$ cat config.mk
export PLATFORM = sky130hd
export DESIGN_NAME = fft_input_framer
export DESIGN_NICKNAME = d
export VERILOG_FILES = /design/src/rtl/fft_pkg.sv /design/src/rtl/sample_history.sv /design/src/rtl/fft_input_framer.sv
export SDC_FILE = /design/constraint.sdc
export NUM_CORES = 1
export LEC_CHECK = 0
export CAP_MARGIN = 15
export CORE_MARGIN = 2
export CORE_UTILIZATION = 47
export CTS_CLUSTER_SIZE = 24
export DETAILED_ROUTE_END_ITERATION = 10
export PLACE_DENSITY = 0.76
export SLEW_MARGIN = 20
export SYNTH_ARGS = -nofsm -noshare
export SYNTH_HDL_FRONTEND = slang
export SYNTH_SLANG_ARGS = --single-unit
$ cat constraint.sdc
create_clock -name clk_in -period 1.88 [get_ports clk_in]
set_clock_uncertainty 0.2 [all_clocks]
set_input_delay 0.282 -clock clk_in [delete_from_list [all_inputs] [get_ports clk_in]]
set_output_delay 0.282 -clock clk_in [all_outputs]
set_load 0.02 [all_outputs]
$ cat src/rtl/fft_pkg.sv
`timescale 1ns/1ps
// fft_pkg: shared types and constants for the 8-point FFT front end.
//   FFT_N        frame length (8)
//   FFT_DATA_W   sample width (9, two's complement)
//   sample_t     one signed sample
//   frame_t      8 samples, packed so element i sits at bits [i*9 +: 9]
//   FFT_HOP_*    number of new samples between frame captures
package fft_pkg;

    localparam int FFT_N      = 8;
    localparam int FFT_DATA_W = 9;

    localparam logic [3:0] FFT_HOP_FULL = 4'd8;
    localparam logic [3:0] FFT_HOP_HALF = 4'd4;

    typedef logic signed [FFT_DATA_W-1:0] sample_t;
    typedef sample_t [FFT_N-1:0]          frame_t;

endpackage

$ cat src/rtl/sample_history.sv
`timescale 1ns/1ps
// sample_history: 8-entry sample shift register with parallel tap-out.
// Entry 0 is the oldest sample, entry 7 the newest.
// Ports:
//   clk_in    system clock
//   clr       synchronous clear of all entries (active high)
//   shift_en  shift in din: hist[i] <= hist[i+1], hist[7] <= din
//   din       incoming sample
//   taps      current contents, element i = hist[i]
module sample_history
    import fft_pkg::*;
(
    input  logic    clk_in,
    input  logic    clr,
    input  logic    shift_en,
    input  sample_t din,
    output frame_t  taps
);

    frame_t hist_r;

    // History shift register: clear wins over shift.
    always_ff @(posedge clk_in) begin
        if (clr) begin
            hist_r <= {(FFT_N*FFT_DATA_W){1'b0}};
        end else if (shift_en) begin
            hist_r <= {din, hist_r[FFT_N-1:1]};
        end else begin
            hist_r <= hist_r;
        end
    end

    assign taps = hist_r;

endmodule

$ cat src/rtl/fft_input_framer.sv
`timescale 1ns/1ps
// fft_input_framer: collects a valid/ready sample stream into 8-sample
// frames for the FFT core. A frame is captured on the accept that brings the
// count of new samples up to the hop; the frame register holds it until the
// FFT takes it.
//
// Compile-time option FFT_FRAMER_OVERLAP_EN: after the first frame the hop
// drops to 4, giving 50%-overlapped frames. Undefined: hop fixed at 8.
//
// Ports:
//   clk_in    system clock
//   rst       synchronous active-high reset
//   s_valid   / s_ready / s_data   sample input handshake
//   f_valid   / f_ready / f_data   frame output handshake (x0 oldest, bits [i*9 +: 9])
//   f_count   frames captured since reset, wraps at 256
//   overrun   sticky: a sample was offered while s_ready was low
module fft_input_framer
    import fft_pkg::*;
#(
    parameter int DATA_W = FFT_DATA_W,
    parameter int N      = FFT_N
) (
    input  logic                clk_in,
    input  logic                rst,
    input  logic                s_valid,
    output logic                s_ready,
    input  logic [DATA_W-1:0]   s_data,
    output logic                f_valid,
    input  logic                f_ready,
    output logic [N*DATA_W-1:0] f_data,
    output logic [7:0]          f_count,
    output logic                overrun
);

    sample_t     s_sample_s;
    frame_t      taps_s;
    frame_t      post_shift_s;
    frame_t      f_data_r;
    logic [3:0]  cnt_r;
    logic [3:0]  hop_s;
    logic [3:0]  hop_m1_s;
    logic        out_free_s;
    logic        s_ready_s;
    logic        accept_s;
    logic        capture_s;
    logic        f_valid_r;
    logic [7:0]  f_count_r;
    logic        overrun_r;

    assign s_sample_s = sample_t'(s_data);

    sample_history u_hist (
        .clk_in   (clk_in),
        .clr      (rst),
        .shift_en (accept_s),
        .din      (s_sample_s),
        .taps     (taps_s)
    );

`ifdef FFT_FRAMER_OVERLAP_EN
    logic primed_r;

    // Primed marks that the first full frame has been taken; hop halves afterwards.
    always_ff @(posedge clk_in) begin
        if (rst) begin
            primed_r <= 1'b0;
        end else if (capture_s) begin
            primed_r <= 1'b1;
        end else begin
            primed_r <= primed_r;
        end
    end
`endif

    // Hop selection: number of new samples needed before the next capture.
    always_comb begin
        hop_s = FFT_HOP_FULL;
`ifdef FFT_FRAMER_OVERLAP_EN
        if (primed_r) begin
            hop_s = FFT_HOP_HALF;
        end else begin
            hop_s = FFT_HOP_FULL;
        end
`endif
    end

    // Handshake decode. Only the frame-completing sample (cnt == hop-1) can be
    // stalled, and only while an unconsumed frame would be overwritten.
    // s_ready never looks at s_valid, so there is no valid->ready loop.
    always_comb begin
        out_free_s   = !f_valid_r || f_ready;
        hop_m1_s     = hop_s - 4'd1;
        s_ready_s    = !rst && ((cnt_r != hop_m1_s) || out_free_s);
        accept_s     = s_valid && s_ready_s;
        capture_s    = accept_s && (cnt_r == hop_m1_s);
        // Frame as it will look after this accept: new sample lands in x7.
        post_shift_s = {s_sample_s, taps_s[FFT_N-1:1]};
    end

    // Sample counter, frame register, frame counter and overrun flag.
    always_ff @(posedge clk_in) begin
        if (rst) begin
            cnt_r     <= 4'd0;
            f_valid_r <= 1'b0;
            f_data_r  <= {(FFT_N*FFT_DATA_W){1'b0}};
            f_count_r <= 8'd0;
            overrun_r <= 1'b0;
        end else begin
            if (capture_s) begin
                cnt_r <= 4'd0;
            end else if (accept_s) begin
                cnt_r <= cnt_r + 4'd1;
            end else begin
                cnt_r <= cnt_r;
            end

            // A capture can coincide with the FFT taking the old frame;
            // f_valid then simply stays high with the new contents.
            if (capture_s) begin
                f_valid_r <= 1'b1;
                f_data_r  <= post_shift_s;
                f_count_r <= f_count_r + 8'd1;
            end else if (f_ready) begin
                f_valid_r <= 1'b0;
                f_data_r  <= f_data_r;
                f_count_r <= f_count_r;
            end else begin
                f_valid_r <= f_valid_r;
                f_data_r  <= f_data_r;
                f_count_r <= f_count_r;
            end

            if (s_valid && !s_ready_s) begin
                overrun_r <= 1'b1;
            end else begin
                overrun_r <= overrun_r;
            end
        end
    end

    assign s_ready = s_ready_s;
    assign f_valid = f_valid_r;
    assign f_data  = f_data_r;
    assign f_count = f_count_r;
    assign overrun = overrun_r;

endmodule

Word level (Yosys, flattened, before mapping) --
Cells that the tools add are included.
Storage, ports and cells: input bits 13, output and inout bits 83, word-level logic and storage cells 36, register bits after elaboration 149
Operators by class: multiplexer cells 2, equal/unequal tests 2, reduce and logical (&&, ||, !) cells 11, add/sub/neg operators 2
Operators by type and width (count):
- $add A8 B1 Y8 const B | 1
- $add A4 B1 Y4 const B | 1
- $eq A4 B3 Y1 const B | 1
- $logic_and A1 B1 Y1 | 4
- $ne A4 B3 Y1 const B | 1
- $logic_not A1 Y1 | 3
- $logic_or A1 B1 Y1 | 2
- $mux W1 | 2
- $reduce_bool A2 Y1 | 1
- $reduce_or A2 Y1 | 1

Longest topological paths before layout --
word-level depth 7, depth in mapped cells 7, gate-level depth less buffers 5

Modules after synthesis --
Synthesis repeated with hierarchy kept, for this count alone.
Unflattened totals: cells, all modules 618, area total of the unflattened synthesis 5679.2 um^2
Modules (own cells, without submodules):
- fft_input_framer | cells an instance 386, seq. area each 1721.7 um^2, instances 1, area each 3099.2 um^2
- sample_history | cells an instance 232, seq. area each 1441.4 um^2, instances 1, area each 2580.0 um^2

Worst setup path after synthesis --
No wires, ideal clock.
path kind reg-to-reg, start point reg cnt_r[0], end point reg f_count_r[7] (netlist: f_count[7]), period minus slack after synthesis 1766 ps, stages on the path, launching flop included 6, setup time 70 ps, data arrival time 1495 ps, buffers on the path 0, setup slack 114 ps, data required time 1610 ps, cells stage by stage dfxtp_1 -> ha_1 -> and4b_4 -> nand2_1 -> or4_1 -> a21oi_1
On the way: longest elaborated chain between the ends 5, elaborated cells between the ends (all ways) 6, those cells by class eq/ne (2); reduce/logical (4)
Ends and longest elaborated chain:
- start: declaration | RTL line fft_input_framer.sv:39 | logic [3:0] cnt_r;
- start signal: assignment | RTL line fft_input_framer.sv:112 | cnt_r <= cnt_r + 4'd1;
- start signal: assignment | RTL line fft_input_framer.sv:114 | cnt_r <= cnt_r;
- $ne A4 B3 Y1 | RTL line fft_input_framer.sv:93 | s_ready_s = !rst && ((cnt_r != hop_m1_s) || out_free_s);
- $logic_or A1 B1 Y1 | RTL line fft_input_framer.sv:93
- $logic_and A1 B1 Y1 | RTL line fft_input_framer.sv:93
- $logic_and A1 B1 Y1 | RTL line fft_input_framer.sv:94 | accept_s = s_valid && s_ready_s;
- $logic_and A1 B1 Y1 (*) | RTL line fft_input_framer.sv:95 | capture_s = accept_s && (cnt_r == hop_m1_s);
- end signal: assignment | RTL line fft_input_framer.sv:122 | f_count_r <= f_count_r + 8'd1;
- end signal: assignment | RTL line fft_input_framer.sv:126 | f_count_r <= f_count_r;
- end signal: assignment | RTL line fft_input_framer.sv:130 | f_count_r <= f_count_r;
- end: declaration | RTL line fft_input_framer.sv:47 | logic [7:0] f_count_r;
Every way passes the cells marked *; elsewhere a longest branch is shown, timed or not. A chain may end at the register's enable or synchronous reset.

Final worst setup path --
start point reg cnt_r[1], end point out s_ready
On the way: longest elaborated chain between the ends 3
Ends and longest elaborated chain:
- $ne A4 B3 Y1 | RTL line fft_input_framer.sv:93
- $logic_or A1 B1 Y1 | RTL line fft_input_framer.sv:93
- $logic_and A1 B1 Y1 | RTL line fft_input_framer.sv:93
- end: declaration | RTL line fft_input_framer.sv:26 | output logic s_ready,
No other way between the ends.

==> results.py <==
metrics = {
    "sta": {
        "rsz0062_at_grt": "true",
        "fin_setup_tns_ns": -0.0781,
        "finalSetupViolations": 1,
        "fin_ws_ns": -0.0781,
        "period_minus_slack_ns": 1.96,
        "period_share_pct": 104,
        "slew_violations": 0,
        "fmax_ghz": 0.511,
        "worst_pin_slew_ns": 0.601,
        "relSlewSlack_pct": 59.9,
        "hold_viol_final": 0,
        "holdWs_ns": 0.144,
    },
    "status": {
        "violations": "negative setup slack",
        "status": "finished with violations",
    },
    "logic_synthesis": {
        "ys_ff_latch": 149,
        "synth_edf_count": 0,
        "synth_top_area_share_pct": 56.8,
        "synthFlopType": "dfxtp_1",
        "yosysWarnings": 0,
        "syn_avg_cell_area_sq_um": 7.96,
        "yosys-top-cells-area": "dfxtp_1 57%, nand2_1 20%, a21oi_1 13%",
        "synth_most_common_cell": "nand2_1",
        "async_reset_ff_share_pct": 0,
        "yosysSeqAreaShare_pct": 56.8,
        "ys_types": 29,
        "syn_inst": 659,
        "syn-num-nets": 674,
        "synthTopCellsByCount": "277 x nand2_1, 149 x dfxtp_1, 141 x a21oi_1",
        "syn-cell-area_sq_mm": 0.00525,
        "synth_top_area_cell": "dfxtp_1",
    },
    "drt": {
        "ant_nets": 0,
        "avgRoutedWirePerCell_um": 13.4,
        "vias": 4552,
        "drc": 0,
        "firstDrtPassIters": 4,
        "wl_mm": 12.0,
        "drtIter0Drc": 242,
        "vias_per_cell": 5.06,
    },
    "cells_and_area": {
        "fin_nets": 762,
        "area_delta_synth_final_pct": 32.1,
        "antenna_cells": 0,
        "drive_gt1_share_pct": 8.55,
    },
    "critical_path": {
        "path_max_fanout": 3,
        "cp.arrival_ns": 1.48,
        "cp-startpoint": "cnt_r[1]",
        "required_ns": 1.40,
        "cp-start-kind": "flop",
        "r2r_start": "cnt_r[1]",
        "critical_path_class": "reg2out",
        "critPathCaptureType": "output pin",
    },
    "floorplanning": {
        "fp.dieArea_sq_mm": 0.0120,
        "initial_utilization_pct": 48.2,
        "die_w_um": 110,
        "core_area_sq_mm": 0.0109,
        "die_y_um": 110,
        "io_pins": 96,
        "num_rows": 38,
    },
    "place": {
        "io_buffers": 95,
        "pre_cts_ws_ns": -0.215,
        "dp_hpwl_mm": 7.75,
        "gp_congestion": 0.851,
    },
    "clocking": {
        "htree_num_levels": 4,
        "holdBufCountCts": 0,
        "cts_buffer_depth": 2,
        "clock_latency_ns": 0.52,
        "cts_tree": "built",
        "root_buffer": "clkbuf_8",
        "clk_pin_slew_ns": 0.06,
        "cts_inserted_buffers": 17,
        "cts.sinks": 149,
    },
    "hold_path": {
        "hold_start": "rst",
        "hold_class": "in2reg",
    },
    "grt": {
        "grt_max_degree": 151,
        "antenna_found_initial": 0,
        "grt_pass1_vias": 4361,
        "grtUsageTotal_pct": 21.4,
        "grt_first_pass_wirelength_mm": 20.0,
        "gr-total-overflow": 0,
    },
    "job": {
        "drv_cap": 0,
    },
    "power_and_ir_drop": {
        "power.leakage_nw": 2.72,
        "ir_drop_mv": 0.471,
        "power_density_mw_per_mm2": 966,
    },
}
-- through the flow --
step | instance area, sq um | utilization, % | power (mW) | std cells
after floorplan | 5250 | - | 3.39 | 659
after global placement | 6430 | 59.1 | 3.46 | 867
after detailed placement | 6430 | 59.1 | 3.46 | 867
after CTS | 6930 | 63.6 | 6.75 | 899
after global routing | 6940 | 63.7 | 6.93 | 900
final | 6940 | 63.7 | 6.70 | 900
-- kinds of logic after synthesis --
logic type / after synthesis / share of synthesized area, %
XOR/XNOR: 6 / 1.00
flip-flops: 149 / 56.8
adder cells (fa/ha/maj): 2 / 0.477
AND/OR/NAND/NOR: 306 / 23.0
buffers and inverters: 49 / 4.22
AO/OA/AOI/OAI: 147 / 14.4
-- layout make-up --
| cell class | count | area, sq um |
|---|---|---|
| Tap cell | 140 | 175 |
| Fill cell | 931 | 3950 |
| Inverter | 1 | 3.75 |
| Multi-Input combinational cell | 461 | 2080 |
| Sequential cell | 149 | 2990 |
| Clock buffer | 19 | 442 |
| Clock inverter | 13 | 146 |
| Timing Repair Buffer | 117 | 1110 |
-- worst max-delay path, stage by stage (launching register included) --
cell	delay, ns
dfxtp_2	0.35
ha_4	0.15
nand3b_1	0.14
nor2_1	0.13
nor2_1	0.04
buf_2	0.15
-- where the power goes --
group / total, mW / leakage, nW / switching, mW / internal (mW)
sequential: 3.21 / 1.20 / 0.0220 / 3.18
combinational: 0.194 / 1.25 / 0.124 / 0.0706
clock: 3.30 / 0.273 / 1.33 / 1.97
total: 6.70 / 2.72 / 1.47 / 5.23
-- cells in the final DEF (no fill, tap or decap), types with 3 or more instances in the layout --
cell type,count
a21oi_1,141
buf_12,8
buf_4,15
clkbuf_16,16
clkbuf_8,3
clkdlybuf4s50_1,11
clkinvlp_4,5
dfxtp_1,146
dfxtp_2,3
dlygate4sd2_1,82
inv_6,3
nand2_1,276
nand3_1,3
nor2_1,10
xnor2_1,4
-- flip-flops by register name, indices dropped and copies added, names as in the netlist --
| name | count |
|---|---|
| f_count | 8 |
| u_hist.taps | 63 |
| f_valid | 1 |
| overrun | 1 |
| cnt_r | 4 |
| f_data | 72 |
-- layer usage --
| layer | global-route usage [%] | part of all wire (%) | vias up |
|---|---|---|---|
| li1 | - | - | 2317 |
| met1 | 25.6 | 43 | 2113 |
| met2 | 36.1 | 50 | 108 |
| met3 | 5.81 | 4.9 | 14 |
| met4 | 8.95 | 1.9 | 0 |
| met5 | 0 | 0 | - |
-- worst paths after layout --
check / end / slack [ns] / cells after the start
worst min register to register: f_data[71] / 0.25 / 2
worst min-delay path: f_count[6] / 0.14 / 3
worst max-delay path: s_ready / -0.08 / 5
worst max register to register: f_count[7] / 0.07 / 6
-- what timing repair did --
action                     in CTS  in global routing
pin swaps                       0                  2
setup endpoints to repair      90                 17
resized for setup              90                  1
buffers inserted                0                  1
(Power assumes the default switching activity.)
==> variant 1, RTL diff (config.mk and constraints unchanged) <==
Set the package constant `FFT_DATA_W` to 11 (it was 9). Comments in the files are not updated.
--- a/src/rtl/fft_pkg.sv
+++ b/src/rtl/fft_pkg.sv
@@ -8,7 +8,7 @@
 package fft_pkg;
 
     localparam int FFT_N      = 8;
-    localparam int FFT_DATA_W = 9;
+    localparam int FFT_DATA_W = 11;
 
     localparam logic [3:0] FFT_HOP_FULL = 4'd8;
     localparam logic [3:0] FFT_HOP_HALF = 4'd4;
Interface: changed (resized f_data and s_data); port bits go from 96 to 114. The function was not compared with the original's and may differ.
==> variant 1 against the original RTL <==
Via count increased by 24%. Synthesized cell count increased by 20%. Hold slack about the same. Area after synthesis increased by 19%. Global-route usage decreased by 0.70 points. Count of clock-buffer cells in the layout increased by 2. Wire length increased by 36%. Setup slack improved by 0.084 ns. Sequential cell count increased by 30. Design area increased by 29%. Register-to-register slack got worse by 0.06 ns. Power increased by 14%. Final cell count increased by 21%. Critical endpoint is now f_data[53].
==> variant 1: results (changes against the original RTL) <==
Worst R2R End=f_data[53]; synth cell count leaders=nand2_1, dfxtp_1, a21oi_1, clkbuf_1, buf_2; IR drop worst, VDD=0.596 mV (+26%); cells after synthesis=789 (+20%); outcome=finished, final reports clean; largest net degree at the start of global routing=103 (-32%); Vias=5629 (+24%); Crit path largest cell delay=0.35 ns (about the same); Worst-path clk slew=0.06 ns (about the same); Post-DP HPWL=9270 um (+20%); r2r startpoint=cnt_r[1]; critical path peak fanout=11 (+8); drt total wl=16400 um (+36%); max_slew headroom=65.6% (+5.7 points); Fillers=1052 (+13%); Bufs on Longest Clock Path=2 (unchanged); Largest register FFs=88 (+22%); placed cells=1046 (+21%); vias in the first global route=4871 (+12%); share of cells above drive strength 1=15.0% (+6.4 points); top post-synthesis cells by area=dfxtp_1, nand2_1, a21oi_1; leakage=4.06 nW (+49%); cells on worst reg2reg path=8 (+2); global-route wire length before repair=23700 um (+18%); Clock Tree Root=clkbuf_16; cell family with most CP delay=simple AND/OR/NAND/NOR gates; placed cell areas=7690 um^2 (+20%); Critical Path AT=2.02 ns (+0.54 ns); port buffer count=113 (+19%); gr usage total=20.7% (-0.70 points); Detailed Routing Iterations Pass 1=4 (unchanged); Synthesized Nets=806 (+20%); gpl congestion=0.790 (-7.1%); critical path class=reg2reg; Post-Layout Cell Count=1092 (+21%); CP startpoint kind=flop; clk_lat worst skew=0.43 ns (-0.09 ns); sequential area share after synthesis=57.3% (+0.52 points); # diodes=0 (unchanged); Final Hold Fails=0 (unchanged); R2R setup slack=0.006 ns (-0.06 ns); Distinct cells, synth=32 (+10%); min-delay worst type=in2reg; fraction of registers with async set/reset=0% (unchanged); Max H-tree Level=4 (unchanged); NumNets Final=920 (+21%); DRT iter0 DRCs=350 (+45%)
variant 1: power by group:
group	leakage, nW	internal (mW)	switching (mW)
Sequential	1.45	3.82	0.0293
Combinational	2.32	0.0918	0.162
Clock	0.290	2.07	1.47
Total	4.06	5.98	1.66
variant 1: stage by stage:
step	setup WS (ns)	util (%)
3_3_place_gp	-0.208	58.5
3_5_place_dp	-0.211	58.5
4_1_cts	0.00298	62.9
2_1_floorplan	0.0498	-
5_1_grt	-0.0588	67.9
6_report	0.00598	67.9
variant 1: what timing repair did:
item                       CTS  global route
cloned                       0            11
pin swaps                    1            31
buffers inserted             0             3
gates resized for setup     30           121
setup endpoints to repair  108           127
variant 1: cell families after synthesis:
group / after synthesis / share of synthesized area [%]
and+or+nand+nor: 366 / 23.0
DFF: 179 / 57.3
AOI/OAI and AO/OA: 177 / 14.5
buffers and inverters: 59 / 3.92
xor gates and xnor gates: 6 / 0.841
adders and majority gates: 2 / 0.400
variant 1: layout make-up:
class | count | area (um^2) | area share (%)
clock inverters | 11 | 125 | 1.40
flip-flops and latches | 179 | 3590 | 40.2
well taps | 176 | 220 | 2.47
multi-input cells | 551 | 2710 | 30.3
clock buffers | 21 | 470 | 5.27
repair buffers | 153 | 1810 | 20.3
inverters | 1 | 3.75 | 0.0421
variant 1: how the worst min path moves through the flow:
stage / from / endpoint / slack (ns) / cells after the start
after CTS: rst / f_count[0] / 0.14 / 3
after global routing: rst / f_count[5] / 0.17 / 3
after global placement: u_hist.taps[19] / f_data[8] / 0.24 / 2
final: rst / f_count[5] / 0.14 / 3
after floorplan: s_data[0] / u_hist.taps[77] / 0.22 / 2
after detailed placement: u_hist.taps[19] / f_data[8] / 0.25 / 2
variant 1: per-layer routing:
layer / up-vias / GRT usage, % / wire length (um)
met2: 159 / 34.3 / 8270
met3: 22 / 4.93 / 821
met5: - / 0 / 0
met1: 2669 / 26.7 / 6950
li1: 2779 / - / -
met4: 0 / 6.47 / 346
variant 1: worst register-to-register path, stage by stage (launching register included):
cell and delay, ns:
dfxtp_2 0.35, ha_4 0.17, buf_6 0.10, nand4b_1 0.22, nor2_4 0.25, buf_12 0.17, clkbuf_16 0.17, nand2_1 0.07
a21oi_1 0.11
==> variant 2, RTL diff (same flow settings) <==
Without the edit above. Put one more register stage on the output `overrun`, cleared by the reset. The value now appears one clock later. The other outputs are not delayed to match.
--- a/src/rtl/fft_input_framer.sv
+++ b/src/rtl/fft_input_framer.sv
@@ -142,7 +142,13 @@
     assign f_valid = f_valid_r;
     assign f_data  = f_data_r;
     assign f_count = f_count_r;
-    assign overrun = overrun_r;
+    always_ff @(posedge clk_in) begin
+        if (rst) begin
+            overrun <= '0;
+        end else begin
+            overrun <= overrun_r;
+        end
+    end
 
 endmodule
 
Behaviour: no difference found for any inputs over 10 cycles, from zero or initial values and one cycle with rst high; that may be too few to reach the edited logic, so the function may still have changed.
==> variant 2 against the original RTL <==
Largest cell class unchanged. Wire length rose by 24%. Design area rose by 16%. Clock power rose by 8.8%. Critical path type unchanged. Setup slack improved by 0.11 ns. Area after synthesis rose by 12%. Non-clock buffer count rose by 13. Final cell count fell by 0.56%. Power rose by 6.0%. Hold slack improved by 0.063 ns. Largest power group unchanged. Sequential cell count rose by 1.
==> variant 2: results (changes against the original RTL) <==
outcome=finished, final reports clean; global-route wire length before repair=23000 um (+15%); Worst R2R End=f_count[0]; Post-Layout Cell Count=895 (-0.56%); top post-synthesis cells by area=dfxtp_1, mux2i_1, nand2b_1; Synthesized Nets=640 (-5.0%); leakage=3.40 nW (+25%); port buffer count=95 (unchanged); initial antenna violation count=0 (unchanged); vias in the first global route=4818 (+10%); gpl congestion=0.817 (-4.1%); CP max-delay cell=clkdlybuf4s50_1; Hold EP=f_data[33]; sequential area share after synthesis=51.2% (-5.6 points); placed cells=858 (-1.0%); IR drop worst, VDD=0.690 mV (+47%); Post-DP HPWL=9330 um (+20%); Distinct cells, synth=32 (+10%); Vias=4892 (+7.5%); Fin Setup TNS=0 ns (+0.0781 ns); Fillers=972 (+4.4%); cell family with most CP delay=buffers and inverters; drt total wl=14900 um (+24%); # diodes=0 (unchanged); max_slew headroom=75.5% (+16 points); NumNets Final=729 (-4.3%); gr usage total=21.7% (+0.31 points); DRT iter0 DRCs=390 (+61%); Clock Tree Root=clkbuf_16; Mapped Avg Cell Area=9.38 um^2 (+18%); share of cells above drive strength 1=11.4% (+2.9 points); Crit path largest cell delay=0.61 ns (+0.26 ns)
[variant 2: cell types whose count changed after synthesis, moves of 4 or more]
cell	delta
nand2b_1	+73
buf_2	-15
nand3_1	+74
o21ai_0	+74
clkbuf_1	+21
mux2i_1	+63
buf_4	+5
nand2_1	-276
a21oi_1	-59
nor2_1	-7
xnor2_1	-4
[variant 2: stage by stage]
stage	instance area [um^2]	hold slack [ns]	setup slack [ns]
2_1_floorplan	5860	0.229	0.0582
3_3_place_gp	7140	0.248	-0.228
3_5_place_dp	7140	0.253	-0.237
4_1_cts	7770	0.203	-0.000260
5_1_grt	8020	0.228	-0.00410
6_report	8020	0.207	0.0301
[variant 2: cell families (layout without fill, tap and decap cells)]
family / count (synthesis) / in the layout / share of synthesized area, %
multiplexers: 66 / 66 / 11.3
flip-flops: 150 / 150 / 51.2
adder cells (fa/ha/maj): 2 / 2 / 0.427
AND/OR/NAND/NOR: 179 / 180 / 17.7
buffers and inverters: 64 / 165 / 4.99
AO/OA/AOI/OAI: 164 / 164 / 14.3
[variant 2: layer usage]
| metal | vias up | GRT usage (%) | share of wire (%) |
|---|---|---|---|
| li1 | 2386 | - | - |
| met1 | 2334 | 26.4 | 43 |
| met2 | 149 | 37.2 | 50 |
| met3 | 23 | 6.17 | 5.5 |
| met4 | 0 | 6.90 | 1.8 |
| met5 | - | 0 | 0 |
[variant 2: worst max-delay path by stage]
| stage | end | start |
|---|---|---|
| floorplan | f_count[7] | cnt_r[0] |
| global placement | f_count[0] | s_valid |
| detailed placement | f_count[0] | s_valid |
| CTS | f_count[7] | cnt_r[0] |
| global route | s_ready | cnt_r[1] |
| finish | f_data[53] | f_data[53] |
[variant 2: layout make-up]
cell class,instances,area (um^2),area share (%)
inverter,3,11.3,0.140
multi-input combinational,412,2660,33.1
tap,168,210,2.62
timing repair buffer,130,1490,18.6
clock buffer,20,467,5.82
clock inverter,12,175,2.19
sequential,150,3010,37.5
[variant 2: report_power, final]
part,switching [mW],internal (mW)
clock,1.27,2.32
sequential,0.0177,3.21
combinational,0.141,0.145
total,1.43,5.68
[variant 2: what timing repair did]
action / 4_1_cts / 5_1_grt
cloned: 0 / 4
resized for setup: 23 / 40
buffers inserted: 0 / 1
endpoints found under the setup margin: 17 / 84
pin swaps: 2 / 5
